## src/rtl/muldiv_sequencer.sv

```systemverilog
// Iterative RV32M multiply/divide unit: shift-add multiply and restoring divide,
// one bit per cycle, with sign handling and RISC-V special-case results.
`timescale 1ns/1ps
module muldiv_sequencer #(
   parameter int WIDTH = 32
) (
   input  logic             clk,
   input  logic             reset,
   input  logic             start,
   input  logic             flush,
   input  logic [2:0]       Funct3,
   input  logic [WIDTH-1:0] SrcA,
   input  logic [WIDTH-1:0] SrcB,
   output logic             stall,
   output logic             busy,
   output logic             done,
   output logic [WIDTH-1:0] Result
);
   localparam int CW = $clog2(WIDTH) + 1;
   localparam logic [WIDTH-1:0] ZERO    = {WIDTH{1'b0}};
   localparam logic [WIDTH-1:0] ONES    = {WIDTH{1'b1}};
   localparam logic [WIDTH-1:0] ONE_W   = {{(WIDTH-1){1'b0}}, 1'b1};
   localparam logic [WIDTH-1:0] MIN_NEG = {1'b1, {(WIDTH-1){1'b0}}};
   localparam logic [CW-1:0]    CNT_ONE  = CW'(1);
   localparam logic [CW-1:0]    CNT_LOAD = CW'(WIDTH);

   typedef enum logic [2:0] {
      IDLE  = 3'd0,
      PREP  = 3'd1,
      CALC  = 3'd2,
      FIXUP = 3'd3,
      DONE  = 3'd4
   } state_t;

   function automatic logic [WIDTH-1:0] neg_w(input logic [WIDTH-1:0] v);
      return ~v + ONE_W;
   endfunction

   function automatic logic [2*WIDTH-1:0] neg_2w(input logic [2*WIDTH-1:0] v);
      return ~v + {ZERO, ONE_W};
   endfunction

   state_t               state_r, state_next;
   logic [2:0]           op_r;
   logic [WIDTH-1:0]     a_r, b_r;
   logic [WIDTH-1:0]     opnd_r;
   logic [2*WIDTH-1:0]   prod_r;
   logic [WIDTH-1:0]     rem_r;
   logic                 neg_res_r;
   logic [CW-1:0]        cnt_r;
   logic [WIDTH-1:0]     result_r;
   logic                 done_r, busy_r;

   logic                 sign_a_en_s, sign_b_en_s, neg_a_s, neg_b_s, neg_res_s;
   logic [WIDTH-1:0]     a_mag_s, b_mag_s;
   logic                 is_div_s, div_zero_s, div_ovf_s, special_s;
   logic [WIDTH-1:0]     special_result_s;
   logic [WIDTH:0]       mul_sum_s, shift_rem_s, div_diff_s;
   logic [2*WIDTH-1:0]   prod_fix_s;
   logic [WIDTH-1:0]     quo_fix_s, rem_fix_s, fix_result_s;

   assign stall  = ((state_r == IDLE) & start) | (state_r == PREP) |
                   (state_r == CALC) | (state_r == FIXUP);
   assign busy   = busy_r;
   assign done   = done_r;
   assign Result = result_r;

   // Operand magnitudes, result sign and RISC-V special-case detection
   always_comb begin
      sign_a_en_s = 1'b0;
      sign_b_en_s = 1'b0;
      case (op_r)
         3'b000, 3'b001, 3'b100, 3'b110: begin
            sign_a_en_s = 1'b1;
            sign_b_en_s = 1'b1;
         end
         3'b010: begin
            sign_a_en_s = 1'b1;
            sign_b_en_s = 1'b0;
         end
         default: begin
            sign_a_en_s = 1'b0;
            sign_b_en_s = 1'b0;
         end
      endcase
      neg_a_s    = sign_a_en_s & a_r[WIDTH-1];
      neg_b_s    = sign_b_en_s & b_r[WIDTH-1];
      a_mag_s    = neg_a_s ? neg_w(a_r) : a_r;
      b_mag_s    = neg_b_s ? neg_w(b_r) : b_r;
      is_div_s   = op_r[2];
      // remainder follows the dividend; products and quotients use signA^signB
      neg_res_s  = (is_div_s & op_r[1]) ? neg_a_s : (neg_a_s ^ neg_b_s);
      div_zero_s = (b_r == ZERO);
      div_ovf_s  = ~op_r[0] & (a_r == MIN_NEG) & (b_r == ONES);
      special_s  = is_div_s & (div_zero_s | div_ovf_s);
      if (div_zero_s) begin
         special_result_s = op_r[1] ? a_r : ONES;
      end else begin
         special_result_s = op_r[1] ? ZERO : MIN_NEG;
      end
   end

   // One iteration of shift-add multiply and restoring divide
   always_comb begin
      mul_sum_s   = {1'b0, prod_r[2*WIDTH-1:WIDTH]} + {1'b0, (prod_r[0] ? opnd_r : ZERO)};
      shift_rem_s = {rem_r, prod_r[WIDTH-1]};
      div_diff_s  = shift_rem_s - {1'b0, opnd_r};
   end

   // Sign fix-up and output selection
   always_comb begin
      prod_fix_s = neg_res_r ? neg_2w(prod_r) : prod_r;
      quo_fix_s  = neg_res_r ? neg_w(prod_r[WIDTH-1:0]) : prod_r[WIDTH-1:0];
      rem_fix_s  = neg_res_r ? neg_w(rem_r) : rem_r;
      if (op_r[2]) begin
         fix_result_s = op_r[1] ? rem_fix_s : quo_fix_s;
      end else begin
         fix_result_s = (op_r[1:0] == 2'b00) ? prod_fix_s[WIDTH-1:0]
                                             : prod_fix_s[2*WIDTH-1:WIDTH];
      end
   end

   // Next-state logic; flush overrides every state
   always_comb begin
      state_next = state_r;
      if (flush) begin
         state_next = IDLE;
      end else begin
         case (state_r)
            IDLE:    state_next = start ? PREP : IDLE;
            PREP:    state_next = special_s ? DONE : CALC;
            CALC:    state_next = (cnt_r == CNT_ONE) ? FIXUP : CALC;
            FIXUP:   state_next = DONE;
            DONE:    state_next = IDLE;
            default: state_next = IDLE;
         endcase
      end
   end

   // State register and registered status outputs
   always_ff @(posedge clk) begin
      if (reset) begin
         state_r <= IDLE;
         busy_r  <= 1'b0;
         done_r  <= 1'b0;
      end else begin
         state_r <= state_next;
         busy_r  <= (state_next != IDLE);
         done_r  <= (state_next == DONE);
      end
   end

   // Datapath: operand capture, iteration registers and result
   always_ff @(posedge clk) begin
      if (reset) begin
         op_r      <= 3'b000;
         a_r       <= ZERO;
         b_r       <= ZERO;
         opnd_r    <= ZERO;
         prod_r    <= {ZERO, ZERO};
         rem_r     <= ZERO;
         neg_res_r <= 1'b0;
         cnt_r     <= {CW{1'b0}};
         result_r  <= ZERO;
      end else begin
         case (state_r)
            IDLE: begin
               if (start & ~flush) begin
                  op_r <= Funct3;
                  a_r  <= SrcA;
                  b_r  <= SrcB;
               end
            end
            PREP: begin
               opnd_r    <= is_div_s ? b_mag_s : a_mag_s;
               prod_r    <= {ZERO, (is_div_s ? a_mag_s : b_mag_s)};
               rem_r     <= ZERO;
               neg_res_r <= neg_res_s;
               cnt_r     <= CNT_LOAD;
               if (special_s & ~flush) begin
                  result_r <= special_result_s;
               end
            end
            CALC: begin
               cnt_r <= cnt_r - CNT_ONE;
               if (op_r[2]) begin
                  rem_r  <= div_diff_s[WIDTH] ? shift_rem_s[WIDTH-1:0] : div_diff_s[WIDTH-1:0];
                  prod_r <= {prod_r[2*WIDTH-1:WIDTH], prod_r[WIDTH-2:0], ~div_diff_s[WIDTH]};
               end else begin
                  prod_r <= {mul_sum_s, prod_r[WIDTH-1:1]};
               end
            end
            FIXUP: begin
               if (~flush) begin
                  result_r <= fix_result_s;
               end
            end
            DONE: begin
               op_r <= op_r;
            end
            default: begin
               op_r <= op_r;
            end
         endcase
      end
   end

endmodule

```

## config.mk

```make
export PLATFORM = sky130hd
export DESIGN_NAME = muldiv_sequencer
export DESIGN_NICKNAME = d
export VERILOG_FILES = /design/src/rtl/muldiv_sequencer.sv
export SDC_FILE = /design/constraint.sdc
export NUM_CORES = 1
export LEC_CHECK = 0
export CORE_MARGIN = 2
export CORE_UTILIZATION = 60
export DETAILED_ROUTE_END_ITERATION = 10
export PLACE_DENSITY_LB_ADDON = 0.1
export SLEW_MARGIN = 10
export SYNTH_ARGS = -nofsm -noshare
export SYNTH_HDL_FRONTEND = slang
export SYNTH_SLANG_ARGS = --single-unit
export TNS_END_PERCENT = 5
```

## constraint.sdc

```tcl
create_clock -name clk -period 3.7 [get_ports clk]
set_input_delay 1.11 -clock clk [delete_from_list [all_inputs] [get_ports clk]]
set_output_delay 1.11 -clock clk [all_outputs]
set_load 0.05 [all_outputs]
```

---- Yosys cells after proc, flatten, opt, wreduce, memory -nomap -nowiden ----
Cells that the tools add are included.
storage, ports and cells
  output and inout port bits .............. 35
  latch bits .............................. 0
  memories kept ........................... 0
  logic and storage cells ................. 102
  bits in writable memories ............... 0
  bits of input ports ..................... 71
  bits in registers ....................... 239
  ROM bits ................................ 0
operators by class
  reductions and logical operators ........ 13
  multiply operators ...................... 0
  $lt $le $gt $ge ......................... 0
  div/mod/pow operators ................... 0
  $add $sub $neg .......................... 8
  multiplexer cells ....................... 31
  bitwise logic cells ..................... 22
  shift operators ......................... 0
  eq/ne operators ......................... 15
operators by type and width
  operator                                             count
  two-way mux 32 bit                                   17
  adder 32 x 1 -> 32 bit, second input constant        4
  two-way mux 64 bit                                   2
  inverter 32 bit                                      4
  case mux 32 bit (2 select lines)                     2
  case mux 64 bit (2 select lines)                     1
  adder 64 x 1 -> 64 bit, second input constant        1
  equality test 32 bit, second input constant          2
  inverter 64 bit                                      1
  adder 32 x 32 -> 33 bit                              1
  subtractor 33 x 32 -> 33 bit                         1
  logical NOT 32 bit                                   1
  case mux 3 bit (4 select lines)                      1
  case mux 6 bit (2 select lines)                      1
  bitwise AND 1 bit                                    9
  equality test 3 x 2 -> 1 bit, second input constant  3
  equality test 3 bit, second input constant           3
  equality test 3 x 1 -> 1 bit, second input constant  2
  equality test 6 x 1 -> 1 bit, second input constant  1
  logical NOT 3 bit                                    2
  two-way mux 3 bit                                    2
  inequality test 2 bit, second input constant         3
  AND reduction 2 bit                                  3
  subtractor 6 x 1 -> 6 bit, second input constant     1
  11 further kinds                                     21

---- Logic depth before layout (Yosys ltp) ----
Gate-level depths: netlist (run 1).
  depth in word-level cells ............... 9
  depth in mapped cells ................... 14
  depth with buffers taken out ............ 12

---- Worst setup path before layout (run 1) ----
No wires, ideal clock.
  path type ............................... reg-to-reg
  start point ............................. reg prod_r[31]
  end point ............................... reg rem_r[10]
  stages on the path, launching flop included .. 14
  period minus slack after synthesis ...... 3298 ps
  data required time ...................... 3572 ps
  slack ................................... 402 ps
  path buffers ............................ 2
  arrival ................................. 3170 ps
  setup time .............................. 128 ps
  path through ............................ dfxtp_1 > clkbuf_1 > inv_1 > ha_1 > fa_1 > nand2b_1 > a21o_1 > a21oi_1 > o21a_1 > o41ai_1 > nor2_1 > buf_2 > mux2i_1 > o21ai_0
between the ends
  longest elaborated chain between the ends .. 4
ends and longest elaborated chain
  what                              line  text
  from (decl)                       47    logic [2*WIDTH-1:0] prod_r;
  from (signal assigned)            160   prod_r <= {ZERO, ZERO};
  from (signal assigned)            176   prod_r <= {ZERO, (is_div_s ? a_mag_s : b_mag_s)};
  from (signal assigned)            188   prod_r <= {prod_r[2*WIDTH-1:WIDTH], prod_r[WIDTH-2:0], ~div_diff_s[WIDTH]};
  subtractor 33 x 32 -> 33 bit      107   div_diff_s = shift_rem_s - {1'b0, opnd_r};
  two-way mux 32 bit                187   rem_r <= div_diff_s[WIDTH] ? shift_rem_s[WIDTH-1:0] : div_diff_s[WIDTH-1:0];
  two-way mux 32 bit                186   if (op_r[2]) begin
  case mux 32 bit (2 select lines)  166   case (state_r)
  to (signal assigned)              187
  to (decl)                         48    logic [WIDTH-1:0] rem_r;
Every way passes these cells. The select of a mux whose other input is x is not followed.
A chain may end at the register's enable or synchronous reset.

---- Worst setup path after layout (run 1) ----
  start point ............................. reg prod_r[36]
  end point ............................... reg result_r[21], in the netlist Result[21]
between the ends
  longest elaborated chain between the ends .. 7
ends and longest elaborated chain
  what                              line  text
  inverter 64 bit                   40    return ~v + {ZERO, ONE_W};
  adder 64 x 1 -> 64 bit            40
  two-way mux 64 bit                112   prod_fix_s = neg_res_r ? neg_2w(prod_r) : prod_r;
  two-way mux 32 bit                118   fix_result_s = (op_r[1:0] == 2'b00) ? prod_fix_s[WIDTH-1:0]
  two-way mux 32 bit                115   if (op_r[2]) begin
  two-way mux 32 bit                194   if (~flush) begin
  case mux 32 bit (2 select lines)  166
  to (signal assigned)              181   result_r <= special_result_s;
  to (signal assigned)              195   result_r <= fix_result_s;
  to (decl)                         51    logic [WIDTH-1:0] result_r;
Every way passes these cells. The select of a mux whose other input is x is not followed.

==> results of run 1 <==
[synthesized netlist by cell type, types with 14 or more instances]
cell type,number
sky130_fd_sc_hd__a211oi_1,46
sky130_fd_sc_hd__a21o_1,22
sky130_fd_sc_hd__a21oi_1,237
sky130_fd_sc_hd__a221oi_1,23
sky130_fd_sc_hd__a311oi_1,17
sky130_fd_sc_hd__a31oi_1,23
sky130_fd_sc_hd__buf_1,16
sky130_fd_sc_hd__buf_2,15
sky130_fd_sc_hd__clkbuf_1,150
sky130_fd_sc_hd__dfxtp_1,239
sky130_fd_sc_hd__ha_1,71
sky130_fd_sc_hd__inv_1,73
sky130_fd_sc_hd__mux2i_1,73
sky130_fd_sc_hd__nand2_1,328
sky130_fd_sc_hd__nand2b_1,20
sky130_fd_sc_hd__nand3_1,43
sky130_fd_sc_hd__nand4_1,16
sky130_fd_sc_hd__nor2_1,186
sky130_fd_sc_hd__nor3_1,66
sky130_fd_sc_hd__nor4_1,27
sky130_fd_sc_hd__o211ai_1,35
sky130_fd_sc_hd__o21a_1,15
sky130_fd_sc_hd__o21ai_0,187
sky130_fd_sc_hd__o22ai_1,14
sky130_fd_sc_hd__o31ai_1,38
sky130_fd_sc_hd__o41ai_1,28
sky130_fd_sc_hd__or2_2,15
sky130_fd_sc_hd__or3_1,30
sky130_fd_sc_hd__or4_1,23
sky130_fd_sc_hd__xnor2_1,86
sky130_fd_sc_hd__xor2_1,93
[placed cells by master, fill, tap and decap left out, types with 17 or more instances in the layout]
| cell type | n |
|---|---|
| sky130_fd_sc_hd__nor4_1 | 27 |
| sky130_fd_sc_hd__a311oi_1 | 17 |
| sky130_fd_sc_hd__xor2_1 | 93 |
| sky130_fd_sc_hd__a21o_1 | 22 |
| sky130_fd_sc_hd__dfxtp_1 | 237 |
| sky130_fd_sc_hd__or3_1 | 30 |
| sky130_fd_sc_hd__a221oi_1 | 23 |
| sky130_fd_sc_hd__a211oi_1 | 46 |
| sky130_fd_sc_hd__clkbuf_16 | 29 |
| sky130_fd_sc_hd__o41ai_1 | 27 |
| sky130_fd_sc_hd__inv_1 | 73 |
| sky130_fd_sc_hd__xnor2_1 | 86 |
| sky130_fd_sc_hd__a21oi_1 | 237 |
| sky130_fd_sc_hd__o21ai_0 | 187 |
| sky130_fd_sc_hd__buf_4 | 92 |
| sky130_fd_sc_hd__or4_1 | 23 |
| sky130_fd_sc_hd__ha_1 | 71 |
| sky130_fd_sc_hd__clkdlybuf4s50_1 | 103 |
| sky130_fd_sc_hd__nor2_1 | 184 |
| sky130_fd_sc_hd__nand2b_1 | 20 |
| sky130_fd_sc_hd__nand3_1 | 42 |
| sky130_fd_sc_hd__a31oi_1 | 23 |
| sky130_fd_sc_hd__o211ai_1 | 35 |
| sky130_fd_sc_hd__mux2i_1 | 73 |
| sky130_fd_sc_hd__nor3_1 | 66 |
| sky130_fd_sc_hd__nand2_1 | 328 |
| sky130_fd_sc_hd__o31ai_1 | 38 |
[worst paths after layout]
kind	startpoint	to	slack [ps]	cells after the start
setup / recovery	prod_r[36]$_SDFFE_PP0P_	Result[21]$_SDFFE_PP0P_	250	8
hold reg to reg	opnd_r[5]$_SDFFE_PP0P_	opnd_r[5]$_SDFFE_PP0P_	450	2
hold / removal	opnd_r[5]$_SDFFE_PP0P_	opnd_r[5]$_SDFFE_PP0P_	450	2
setup reg to reg	prod_r[36]$_SDFFE_PP0P_	Result[21]$_SDFFE_PP0P_	250	8
[per-stage QoR]
step,setup slack [ps],util [%]
finish,248,69.6
floorplan,402,-
global placement,334,66.3
detailed placement,208,66.3
global route,80.9,69.6
CTS,166,69.6
[logic make-up after synthesis]
group           after synthesis
xor+xnor                    179
mux                          78
flops                       239
compound gates              782
buf+inv                     261
fa+ha+maj                    73
simple gates                824
[per-layer routing]
layer	global-route usage, %	vias up	part of all wire, %	wire [um]
met4	28.1	0	8.1	5480
met5	1.12	-	0	0
li1	-	8954	-	-
met1	53.5	9078	39	26400
met2	64.7	1160	44	29400
met3	6.62	240	9.3	6280
[flip-flops by register name (all words and copies together), names as in the netlist, 6 cells and up]
| name | count |
|---|---|
| b_r | 32 |
| opnd_r | 32 |
| cnt_r | 6 |
| prod_r | 64 |
| Result | 32 |
| a_r | 32 |
| rem_r | 32 |
[final cells by class]
class	instances	area, um2	area share (%)
Inverter	75	282	1.36
Timing Repair Buffer	202	1850	8.98
Clock buffer	41	851	4.12
Tap cell	390	488	2.36
Multi-Input combinational cell	1936	12200	59.3
Sequential cell	239	4790	23.2
Clock inverter	12	136	0.661
[worst max-delay path, stage by stage (launching register included)]
cell and delay [ps]:
sky130_fd_sc_hd__dfxtp_1 370, sky130_fd_sc_hd__or4_1 610, sky130_fd_sc_hd__or4_1 590, sky130_fd_sc_hd__or3_1 600, sky130_fd_sc_hd__o41ai_1 460, sky130_fd_sc_hd__o21ai_0 150
sky130_fd_sc_hd__a21oi_1 270, sky130_fd_sc_hd__nor2b_1 80, sky130_fd_sc_hd__a211oi_1 230
[power by group through the flow]
stage / clock (uW) / sequential [uW] / combinational (uW)
6_report: 3010 / 2740 / 1540
3_5_place_dp: 0 / 2790 / 1480
2_1_floorplan: 0 / 2750 / 1030
3_3_place_gp: 0 / 2790 / 1460
5_1_grt: 3080 / 2750 / 1640
4_1_cts: 2990 / 2730 / 1490
[timing repair]
| action | CTS | global route |
|---|---|---|
| setup endpoints to repair | 0 | 1 |
| setup buffers | 0 | 0 |
| gates resized for setup | 0 | 1 |
==> out/metrics.yaml, run 1 <==
global_route:
  first_global_vias: 17569
  grt_first_pass_wirelength_um: 102000
  grt_antenna_before_repair: 1
  globalRouteTotalUtil_pct: 41.8
  grt_overflow: 0
  largest_net_degree_at_the_start_of_global_routing: 138
layout:
  final_cell_count_no_fill: 2895
  post-route-cell-area_um2: 20600
  layout-area-overhead-vs-synth_pct: 14.6
  antennaDiodeCount: 0
  final_net_count: 2627
  layout-drive-gt1-share_pct: 8.42
  filler_cell_count: 2557
pwr:
  cellInternalPower_uw: 4950
  p_clk_share_pct: 41.3
  power.net_switching_uw: 2330
  power.leakage_uw: 0.00784
  report.power.total_uw: 7280
  pwr-share-comb_pct: 21.1
  sw_frac_of_total_pct: 32.0
  ir_drop_v: 0.000412
  power.density_cell_area_nw_per_um2: 353
  seq_power_share_pct: 37.6
synthesis:
  postSynthRegisterBits: 239
  synth-seq-area-share_pct: 26.6
  synth_area_in_xor_xnor_pct: 8.70
  synthTopCellsByArea: "sky130_fd_sc_hd__dfxtp_1, sky130_fd_sc_hd__nand2_1, sky130_fd_sc_hd__a21oi_1"
  yosysUniqueCellTypes: 89
  ys_warn_count: 0
  synth_async_sr_flop_share_pct: 0
  synth-adder-area-share_pct: 5.15
  synth.mux.area_fraction_pct: 4.43
  synth_ff_type: "sky130_fd_sc_hd__dfxtp_1"
  synth-simple-area-share_pct: 21.6
  cell_type_with_the_highest_aggregate_area_in_the_netlist: "sky130_fd_sc_hd__dfxtp_1"
  synth_top_area_share_pct: 26.6
  post_synth_inst_count: 2436
  synth_nets: 2580
  synth_top_family_by_area: "compound AO/OA/AOI/OAI gates"
  synth.avg_cell_area_um2: 7.39
  synth-edff-count: 0
  synth_area_in_compound_gates_pct: 27.9
  syn_area_um2: 18000
sta:
  maxClockFrequency_mhz: 290
  timing.clock.skew_ps: 18.4
  max_slew_violations: 0
  setup_total_negative_slack_ps: 0
  tightest_slew_ps: 910
  hold_violations: 0
  layout_min_cycle_time_ps: 3450
  setup_violations: 0
  rsz0062_at_grt: "false"
  fin_worst_hold_slack_ps: 451
  ratio_of_final_minimum_period_to_clock_period_pct: 93.3
  max-slew-margin-rel_pct: 39.1
route:
  residual_drc: 0
  final_antenna_net_count: 0
  totalWireLength_um: 67500
  detailedRoute.firstPassIterationCount: 6
  routed_wire_length_per_instance_um: 23.3
  route.detailed.vias_per_inst: 6.71
  vias: 19432
  drt_iter0_markers: 2211
die:
  total_die_area_um2: 31400
  pin_count: 106
  die-width_um: 177
  rows: 63
  start_util_pct: 60.8
  core_area_um2: 29600
  die_h_um: 177
critical_path:
  critical_path_required_ps: 4190
  worstPathArrival_ps: 3950
  cp_max_fo: 12
  setup.worst_path.start_class: "flop"
  setup.worst_path.end_class: "flop"
  timing_worst_setup_path_type: "reg2reg"
clock_tree:
  clock_sink_count: 239
  max-clock-path-buffers: 3
  clock_tree_from_tritoncts: "yes"
  clk_root_buffer_cell: "sky130_fd_sc_hd__clkbuf_16"
  post_cts_hold_buffer_count: 0
  cts_max_level: 1
  clock_latency_reported_for_the_late_side_of_the_worst_skew_pair_ps: 590
  clk_slew_on_worst_s_h_paths_ps: 60
  cts_inserted_buffers: 29
outcome:
  run_status: "finished clean"
run:
  timing.max_cap.violations: 0
placed_design:
  half_perimeter_wire_length_of_the_detailed_placement_result_um: 50800
  place_inst: 2842
  gp_congestion: 1.07
  dpl_cell_area_um2: 19600
  port_buffers: 105
worst_hold_path:
  worst_hold_path_type: "reg2reg"
Power figures use the tool's default switching activity.
==> run 2: changes to the inputs <==
--- a/config.mk
+++ b/config.mk
@@ -13,4 +13,3 @@
 export SYNTH_ARGS = -nofsm -noshare
 export SYNTH_HDL_FRONTEND = slang
 export SYNTH_SLANG_ARGS = --single-unit
-export TNS_END_PERCENT = 5
==> results of run 2 <==
Final layout, timing and power as in run 1 (identical DEF).
